[src/rtl/gp_pkg.sv]
// Shared types and helpers for the geometry pipeline: triangle payload and z-validity test.
package gp_pkg;

    localparam int unsigned COORD_W = 32;
    localparam int unsigned COLOR_W = 4;
    localparam logic [COORD_W-1:0] FP_ONE = 32'h3f800000;

    // A vertex packs {x, y, z} with x in the top word, so element [0] is z.
    typedef logic [2:0][COORD_W-1:0] vertex_t;

    typedef struct packed {
        vertex_t              p1;
        vertex_t              p2;
        vertex_t              p3;
        logic [COLOR_W-1:0]   color;
    } triangle_t;

    localparam int unsigned TRI_W = $bits(triangle_t);

    typedef enum logic [1:0] {
        ST_IDLE  = 2'd0,
        ST_ISSUE = 2'd1,
        ST_BUSY  = 2'd2
    } disp_state_t;

    // z <= 0 (including -0) is unusable: the rasterizer divides by z.
    function automatic logic z_invalid(input logic [COORD_W-1:0] z);
        return z[COORD_W-1] || (z[COORD_W-2:0] == '0);
    endfunction

endpackage

[src/rtl/tri_fifo.sv]
// Synchronous FIFO with extra-MSB pointers and registered full/empty flags.
module tri_fifo #(
    parameter int unsigned DEPTH = 4,
    parameter int unsigned WIDTH = 32
) (
    input  logic             clk,
    input  logic             areset_n,
    input  logic             push,
    input  logic [WIDTH-1:0] din,
    input  logic             pop,
    output logic [WIDTH-1:0] dout,
    output logic             full,
    output logic             empty
);

    localparam int unsigned AW = $clog2(DEPTH);
    localparam int unsigned PW = AW + 1;

    logic [WIDTH-1:0] mem [DEPTH];
    logic [PW-1:0]    wr_ptr;
    logic [PW-1:0]    rd_ptr;
    logic [PW-1:0]    wr_nxt;
    logic [PW-1:0]    rd_nxt;
    logic             do_push;
    logic             do_pop;

    always_comb begin
        do_push = push && !full;
        do_pop  = pop && !empty;
        wr_nxt  = wr_ptr + PW'(do_push);
        rd_nxt  = rd_ptr + PW'(do_pop);
    end

    // Flags are computed from the next pointers so they are exact every cycle.
    always_ff @(posedge clk or negedge areset_n) begin
        if (!areset_n) begin
            wr_ptr <= '0;
            rd_ptr <= '0;
            full   <= 1'b0;
            empty  <= 1'b1;
        end else begin
            wr_ptr <= wr_nxt;
            rd_ptr <= rd_nxt;
            empty  <= (wr_nxt == rd_nxt);
            full   <= (wr_nxt[AW-1:0] == rd_nxt[AW-1:0]) && (wr_nxt[AW] != rd_nxt[AW]);
        end
    end

    always_ff @(posedge clk) begin
        if (do_push) begin
            mem[wr_ptr[AW-1:0]] <= din;
        end
    end

    assign dout = mem[rd_ptr[AW-1:0]];

endmodule

[src/rtl/triangle_dispatcher.sv]
// Buffers raster-space triangles, culls z<=0 ones, and issues them one at a time to the rasterizer.
module triangle_dispatcher
    import gp_pkg::*;
#(
    parameter int unsigned DEPTH = 4,
    parameter int unsigned CNT_W = 16
) (
    input  logic                        clk,
    input  logic                        areset_n,
    input  logic                        in_valid,
    output logic                        in_ready,
    input  logic [2:0][COORD_W-1:0]     in_p1,
    input  logic [2:0][COORD_W-1:0]     in_p2,
    input  logic [2:0][COORD_W-1:0]     in_p3,
    input  logic [COLOR_W-1:0]          in_color,
    output logic                        rast_start,
    input  logic                        rast_done,
    output logic [2:0][COORD_W-1:0]     rast_p1,
    output logic [2:0][COORD_W-1:0]     rast_p2,
    output logic [2:0][COORD_W-1:0]     rast_p3,
    output logic [COLOR_W-1:0]          rast_color,
    output logic                        busy,
    output logic [CNT_W-1:0]            tri_issued,
    output logic [CNT_W-1:0]            tri_culled
);

    disp_state_t state;
    disp_state_t state_nxt;
    triangle_t   wr_tri;
    triangle_t   head_tri;
    logic [TRI_W-1:0] head_bits;
    logic        fifo_full;
    logic        fifo_empty;
    logic        push;
    logic        culled;
    logic        pop;

    always_comb begin
        wr_tri.p1    = in_p1;
        wr_tri.p2    = in_p2;
        wr_tri.p3    = in_p3;
        wr_tri.color = in_color;
        push         = in_valid && in_ready;
        culled       = z_invalid(in_p1[0]) || z_invalid(in_p2[0]) || z_invalid(in_p3[0]);
        head_tri     = triangle_t'(head_bits);
    end

    tri_fifo #(
        .DEPTH (DEPTH),
        .WIDTH (TRI_W)
    ) u_fifo (
        .clk      (clk),
        .areset_n (areset_n),
        .push     (push && !culled),
        .din      (wr_tri),
        .pop      (pop),
        .dout     (head_bits),
        .full     (fifo_full),
        .empty    (fifo_empty)
    );

    assign in_ready = !fifo_full;
    assign busy     = !fifo_empty || (state != ST_IDLE);

    // Next-state and pop decision
    always_comb begin
        state_nxt = state;
        pop       = 1'b0;
        case (state)
            ST_IDLE: begin
                if (!fifo_empty && rast_done) begin
                    pop       = 1'b1;
                    state_nxt = ST_ISSUE;
                end
            end
            ST_ISSUE: state_nxt = ST_BUSY;
            ST_BUSY: begin
                if (rast_done) begin
                    state_nxt = ST_IDLE;
                end
            end
            default: state_nxt = ST_IDLE;
        endcase
    end

    // Operand registers load only on the pop edge so they stay stable for the whole job.
    always_ff @(posedge clk or negedge areset_n) begin
        if (!areset_n) begin
            state      <= ST_IDLE;
            rast_start <= 1'b0;
            rast_p1    <= '0;
            rast_p2    <= '0;
            rast_p3    <= '0;
            rast_color <= '0;
            tri_issued <= '0;
            tri_culled <= '0;
        end else begin
            state      <= state_nxt;
            rast_start <= (state_nxt == ST_ISSUE);
            if (pop) begin
                rast_p1    <= head_tri.p1;
                rast_p2    <= head_tri.p2;
                rast_p3    <= head_tri.p3;
                rast_color <= head_tri.color;
            end
            if (state == ST_ISSUE) begin
                tri_issued <= tri_issued + CNT_W'(1);
            end
            if (push && culled) begin
                tri_culled <= tri_culled + CNT_W'(1);
            end
        end
    end

endmodule

[config.mk]
export PLATFORM = sky130hd
export DESIGN_NAME = triangle_dispatcher
export DESIGN_NICKNAME = d
export VERILOG_FILES = /design/src/rtl/gp_pkg.sv /design/src/rtl/tri_fifo.sv /design/src/rtl/triangle_dispatcher.sv
export SDC_FILE = /design/constraint.sdc
export NUM_CORES = 1
export LEC_CHECK = 0
export BUFFER_PORTS_ARGS = -buffer_cell sky130_fd_sc_hd__buf_2
export CORE_MARGIN = 5
export CORE_UTILIZATION = 35
export CTS_CLUSTER_DIAMETER = 200
export DETAILED_ROUTE_END_ITERATION = 7
export GPL_TIMING_DRIVEN = 0
export MAX_ROUTING_LAYER = met4
export PLACE_DENSITY = 0.61
export SLEW_MARGIN = 20
export SYNTH_ARGS = -nofsm -noshare
export SYNTH_HDL_FRONTEND = slang
export SYNTH_SLANG_ARGS = --single-unit
[constraint.sdc]
create_clock -name clk -period 41 [get_ports clk]
set_input_delay 8.2 -clock clk [delete_from_list [all_inputs] [get_ports clk]]
set_output_delay 8.2 -clock clk [all_outputs]
set_load 0.005 [all_outputs]
# Word-level counts from Yosys, hierarchy flattened
# Memory sizes are Yosys's and may differ from the RTL's. A register that Yosys moved wholly into a read port is not among the register bits.
# Cells that the tools add are included.
dict set report op_classes {
  addsub 4
  n_mul 0
  n_div 0
  order_cmp 0
  eq_ne 6
  shift 0
  muxes 7
  n_bitwise 0
  reduce_logical 22
}
# cell n
set op_table {}
lappend op_table {{31-bit logical NOT} 3}
lappend op_table {{16-bit by 1-bit adder with 16-bit output, second input constant} 2}
lappend op_table {{1-bit logical AND} 7}
lappend op_table {{3-bit by 1-bit adder with 3-bit output} 2}
lappend op_table {{1-bit logical OR} 6}
lappend op_table {{2-bit one-hot mux with 3 select lines} 1}
lappend op_table {{2-bit by 1-bit == test with 1-bit output, second input constant} 2}
lappend op_table {{1-bit logical NOT} 4}
lappend op_table {{1-bit two-way mux} 4}
lappend op_table {{2-bit two-way mux} 2}
lappend op_table {{3-bit == test} 1}
lappend op_table {{2-bit == test} 1}
lappend op_table {{2-bit == test, second input constant} 1}
lappend op_table {{2-bit logical NOT} 1}
lappend op_table {{2-bit nonzero test} 1}
lappend op_table {{1-bit inequality test} 1}
dict set report totals {
  reg_bits 43
  latch_bits 0
  mem_bits_rw 1168
  mem_bits_ro 0
  input_bits 296
  out_inout_bits 327
  wordCells 48
  mem_count 1
}
# name depth width rd rd_clocked_by_memory_dff wr line_no
set memory_table {}
lappend memory_table {u_fifo.mem 4 292 1 1 1 tri_fifo.sv:19} ;# logic [WIDTH-1:0] mem [DEPTH];

# Logic depth before layout (Yosys ltp)
dict set report depth {
  ltp_word 10
  depth_mapped 10
  ltp_nobuf 10
}

# Modules after synthesis
# A second synthesis with hierarchy kept.
dict set report unflattened {
  cells_unflattened 2339
  hier_area_um2 55338.1
}
# module n_inst cells_per_inst area_per_inst_um2 seq_area_each_um2
set by_module_without_submodules {}
lappend by_module_without_submodules {tri_fifo 1 1553 42799.8 35275.1}
lappend by_module_without_submodules {triangle_dispatcher 1 786 12538.3 8182.8}

# Worst setup path after synthesis
# No wires, ideal clock.
dict set report synth_path {
  path_type {input port to flip-flop}
  from {in in_p1[31] (netlist name)}
  to {mem u_fifo.mem[0][0] (netlist name), enable pin}
  setup_time_ns 1.660
  arrival_time_ns 36.253
  t_required_ns 39.340
  setup_slack_ns 3.088
  stages 4
  n_path_buf 0
  cell_sequence {nor3_1 o21ai_2 or2_2 nor4_1}
}
dict set report synth_via {
  elab_chain_cells 8
}
# item line_no
set synth_lines {}
lappend synth_lines {{start, declared} triangle_dispatcher.sv:12} ;# input logic [2:0][COORD_W-1:0] in_p1,
lappend synth_lines {{1-bit logical OR} gp_pkg.sv:28} ;# return z[COORD_W-1] || (z[COORD_W-2:0] == '0);
lappend synth_lines {{1-bit logical OR (2 in series)} triangle_dispatcher.sv:44} ;# culled = z_invalid(in_p1[0]) || z_invalid(in_p2[0]) || z_invalid(in_p3[0]);
lappend synth_lines {{1-bit logical NOT} triangle_dispatcher.sv:54} ;# .push (push && !culled),
lappend synth_lines {{1-bit logical AND} triangle_dispatcher.sv:54}
lappend synth_lines {{1-bit logical AND} tri_fifo.sv:28} ;# do_push = push && !full;
lappend synth_lines {{1-bit two-way mux} tri_fifo.sv:50} ;# if (do_push) begin
lappend synth_lines {{1-bit two-way mux (implied by the code)} tri_fifo.sv:51} ;# mem[wr_ptr[AW-1:0]] <= din;
lappend synth_lines {{end, declared} tri_fifo.sv:19}
# No other way between the ends.

# Final worst setup path
dict set report layout_path {
  from {in in_p2[1] (netlist name)}
  to {mem u_fifo.mem[3][86] (netlist name), enable pin}
}
dict set report layout_via {
  elab_chain_cells 9
}
# item line_no
set layout_lines {}
lappend layout_lines {{start, declared} triangle_dispatcher.sv:13} ;# input logic [2:0][COORD_W-1:0] in_p2,
lappend layout_lines {{31-bit logical NOT} gp_pkg.sv:28}
lappend layout_lines {{1-bit logical OR} gp_pkg.sv:28}
lappend layout_lines {{1-bit logical OR (2 in series)} triangle_dispatcher.sv:44}
lappend layout_lines {{1-bit logical NOT} triangle_dispatcher.sv:54}
lappend layout_lines {{1-bit logical AND} triangle_dispatcher.sv:54}
lappend layout_lines {{1-bit logical AND} tri_fifo.sv:28}
lappend layout_lines {{1-bit two-way mux} tri_fifo.sv:50}
lappend layout_lines {{1-bit two-way mux (implied by the code)} tri_fifo.sv:51}
# No other way between the ends.

==> run_results.csv <==
group,metric,value,unit
outcome,status,"finished clean",
grt,grt_pass1_wl,204,mm
sta,max_freq,83.4,MHz
sta,timing.setup.tns,0,ns
sta,rsz0062_at_grt,"no",
sta,slew_viol_final,0,
route,routed_wl,139,mm
route,wire_per_inst,24.7,um
sta,worst_pin_slew,0.952,ns
cts,clock_latency,0.79,ns
yosys,syn_area,55200,um2
cts,clock-sinks,1503,
yosys,netlist.top_cell.by_area,"edfxtp_1",
cts,postCtsSetupRepairBufs,0,
grt,grt_overflow_total,0,
job,maxCapViolCount,0,
finish,drive_gt1_share,49.6,%
yosys,synthCells,2342,
cts,ctsHoldBuffers,0,
yosys,ys_ff_latch,1503,
grt,grt_max_degree,77,
sta,setup_viol,0,
placed_design,port_buffers,622,
hold_path,hp-class,"reg2reg",
worst_setup_path,critical_path_arrival,12.53,ns
finish,post-route-util,43.3,%
sta,fin_crit,11.99,ns
power_and_ir_drop,power,4.46,mW
placed_design,place_hpwl,102,mm
floorplanning,start_util,35.3,%
grt,antenna_found_initial,45,
finish,area.growth.synth_to_final,22.8,%
route,first_pass_iters,5,
finish,final_common_cell,"edfxtp_1",
cts,cts.htree.levels,4,
yosys,synth_top_area_share,63.5,%
floorplanning,die_w,407,um
worst_setup_path,worstPathMaxFanout,7,
cts,cts_root_buf,"clkbuf_16",
sta,hold_viol,0,
route,drc,0,
cts,cts_buffers,158,
grt,grt_pass1_vias,29100,
floorplanning,dieArea,166000,um2
yosys,yosysSeqAreaShare,78.7,%
cts,cts.path.max_buffers,3,
power_and_ir_drop,ir_drop,41.7,uV
finish,finalNetCount,3696,
sta,setup_ws,29.01,ns
worst_setup_path,end_kind,"register",
finish,final_cell_mix,"1168 x edfxtp_1, 820 x buf_2, 334 x dfrtp_1",
yosys,synth_area_leaders,"edfxtp_1 64%, dfrtp_1 15%, mux4_2 11%",
sta,finClkSkew,0.0294,ns
route,vias,27300,
power_and_ir_drop,power_leakage,24.8,nW
cts,cts.reportedPaths.clkPinSlew,0.06,ns
worst_setup_path,crit_type,"in2reg",
grt,track_usage,17.1,%
floorplanning,core.rowCount,145,
sta,max_slew_margin,36.0,%
cts,cts_resized,0,
route,antenna_left,0,
floorplanning,die_h,407,um
yosys,syn_avg_cell_area,23.6,um2
route,via_per_inst,4.85,
power_and_ir_drop,powerDensity,65.8,nW/um2
worst_setup_path,required,41.55,ns
yosys,synth_cell_type_count,36,
cts,cts_tree,"yes",
floorplanning,core_area,157000,um2
floorplanning,ioPinCount,623,
yosys,yosys_warnings,0,
route,drt_iter0_drc,1759,
placed_design,dp.cells,5292,
placed_design,dp_slack,28.13,ns
finish,fin_cells,5621,
placed_design,gp_congestion,0.770,
sta,post-route-period-util,29.2,%
worst_setup_path,startpoint_type,"primary input",
yosys,synth_nets,2644,
cell families after synthesis:
family,after synthesis,synth area share (%)
DFF,1503,78.7
buffers and inverters,107,1.32
AOI/OAI and AO/OA,18,0.252
muxes,586,18.1
xor gates and xnor gates,35,0.555
adders and majority gates,6,0.136
and+or+nand+nor,87,0.911
final cells by class:
type	count	area (um2)
diodes	37	92.6
plain buffers	101	709
clock buffers	221	4320
clock inverters	71	709
fillers	13600	88800
inverters	6	22.5
multi-input cells	732	11100
flip-flops and latches	1503	43500
well taps	2058	2570
repair buffers	892	4830
sequential cells by signal, indices dropped and copies added (netlist names):
name,count
u_fifo.rd_ptr,3
rast_p3,96
u_fifo.full,1
rast_color,4
tri_culled,16
tri_issued,16
u_fifo.empty,1
u_fifo.mem,1168
state,2
rast_start,1
rast_p2,96
u_fifo.wr_ptr,3
rast_p1,96
report_power, final:
part / leakage (nW) / internal, mW / total, mW / switching [mW]
clock: 2.43 / 0.782 / 1.38 / 0.593
sequential: 14.5 / 1.84 / 1.94 / 0.102
combinational: 7.86 / 0.595 / 1.14 / 0.548
total: 24.8 / 3.22 / 4.46 / 1.24
cells in the mapped netlist:
| library cell | n |
|---|---|
| a21o_1 | 1 |
| and3_1 | 5 |
| and4_1 | 2 |
| and4b_1 | 1 |
| buf_1 | 3 |
| buf_2 | 25 |
| buf_4 | 12 |
| buf_6 | 29 |
| buf_8 | 3 |
| clkbuf_1 | 29 |
| dfrtp_1 | 334 |
| dfstp_2 | 1 |
| edfxtp_1 | 1168 |
| ha_1 | 6 |
| inv_1 | 6 |
| mux2_2 | 294 |
| mux4_1 | 31 |
| mux4_2 | 261 |
| nand2_1 | 9 |
| nand3_1 | 10 |
| nand4_1 | 10 |
| nor2_1 | 12 |
| nor2b_1 | 3 |
| nor3_1 | 6 |
| nor4_1 | 25 |
| nor4b_1 | 2 |
| nor4b_4 | 1 |
| o2111ai_1 | 8 |
| o211ai_1 | 2 |
| o21ai_0 | 4 |
| o21ai_1 | 1 |
| o21ai_2 | 1 |
| o22ai_2 | 1 |
| or2_2 | 1 |
| xnor2_1 | 30 |
| xor2_1 | 5 |
path summary, 6_finish.rpt:
check | start | cells after the start | to | slack, ns
max | in_p2[1] | 16 | u_fifo.mem[3][86]$_DFFE_PP_ | 29.01
max in group asynchronous | areset_n | 3 | tri_issued[15]$_DFFE_PN0N_ | 32.46
max reg2reg | u_fifo.full$_DFF_PN0_ | 12 | u_fifo.mem[1][59]$_DFFE_PP_ | 37.06
min | u_fifo.wr_ptr[2]$_DFF_PN0_ | 1 | u_fifo.wr_ptr[2]$_DFF_PN0_ | 0.47
min reg2reg | u_fifo.wr_ptr[2]$_DFF_PN0_ | 1 | u_fifo.wr_ptr[2]$_DFF_PN0_ | 0.47
min in group asynchronous | areset_n | 1 | rast_p2[64]$_DFFE_PN0P_ | 7.31
critical path, stage by stage:
cell and delay [ns]:
buf_2 0.13, nor4_1 0.82, nand4_1 0.53, o21ai_2 0.65
or2_2 0.30, nor4_2 0.08, buf_4 0.21, buf_2 0.18
buf_2 0.19, buf_2 0.20, buf_4 0.19, buf_6 0.14
buf_2 0.18, buf_2 0.19, buf_4 0.17, buf_4 0.16
stage by stage:
stage / hold WS, ns / cell area, um2
6_report: 0.470 / 67800
3_3_place_gp: 0.457 / 60900
5_1_grt: 0.493 / 67800
2_1_floorplan: 0.447 / 55200
3_5_place_dp: 0.459 / 62700
4_1_cts: 0.474 / 67700
routing by layer:
metal | global-route usage [%] | wire length, um | vias up
met5 | - | 0 | -
met4 | 3.40 | 2140 | 0
met3 | 5.80 | 11200 | 169
met2 | 27.1 | 67500 | 763
met1 | 21.6 | 57800 | 14500
li1 | - | - | 11900
Note: power is estimated with default switching activity, not from simulation.
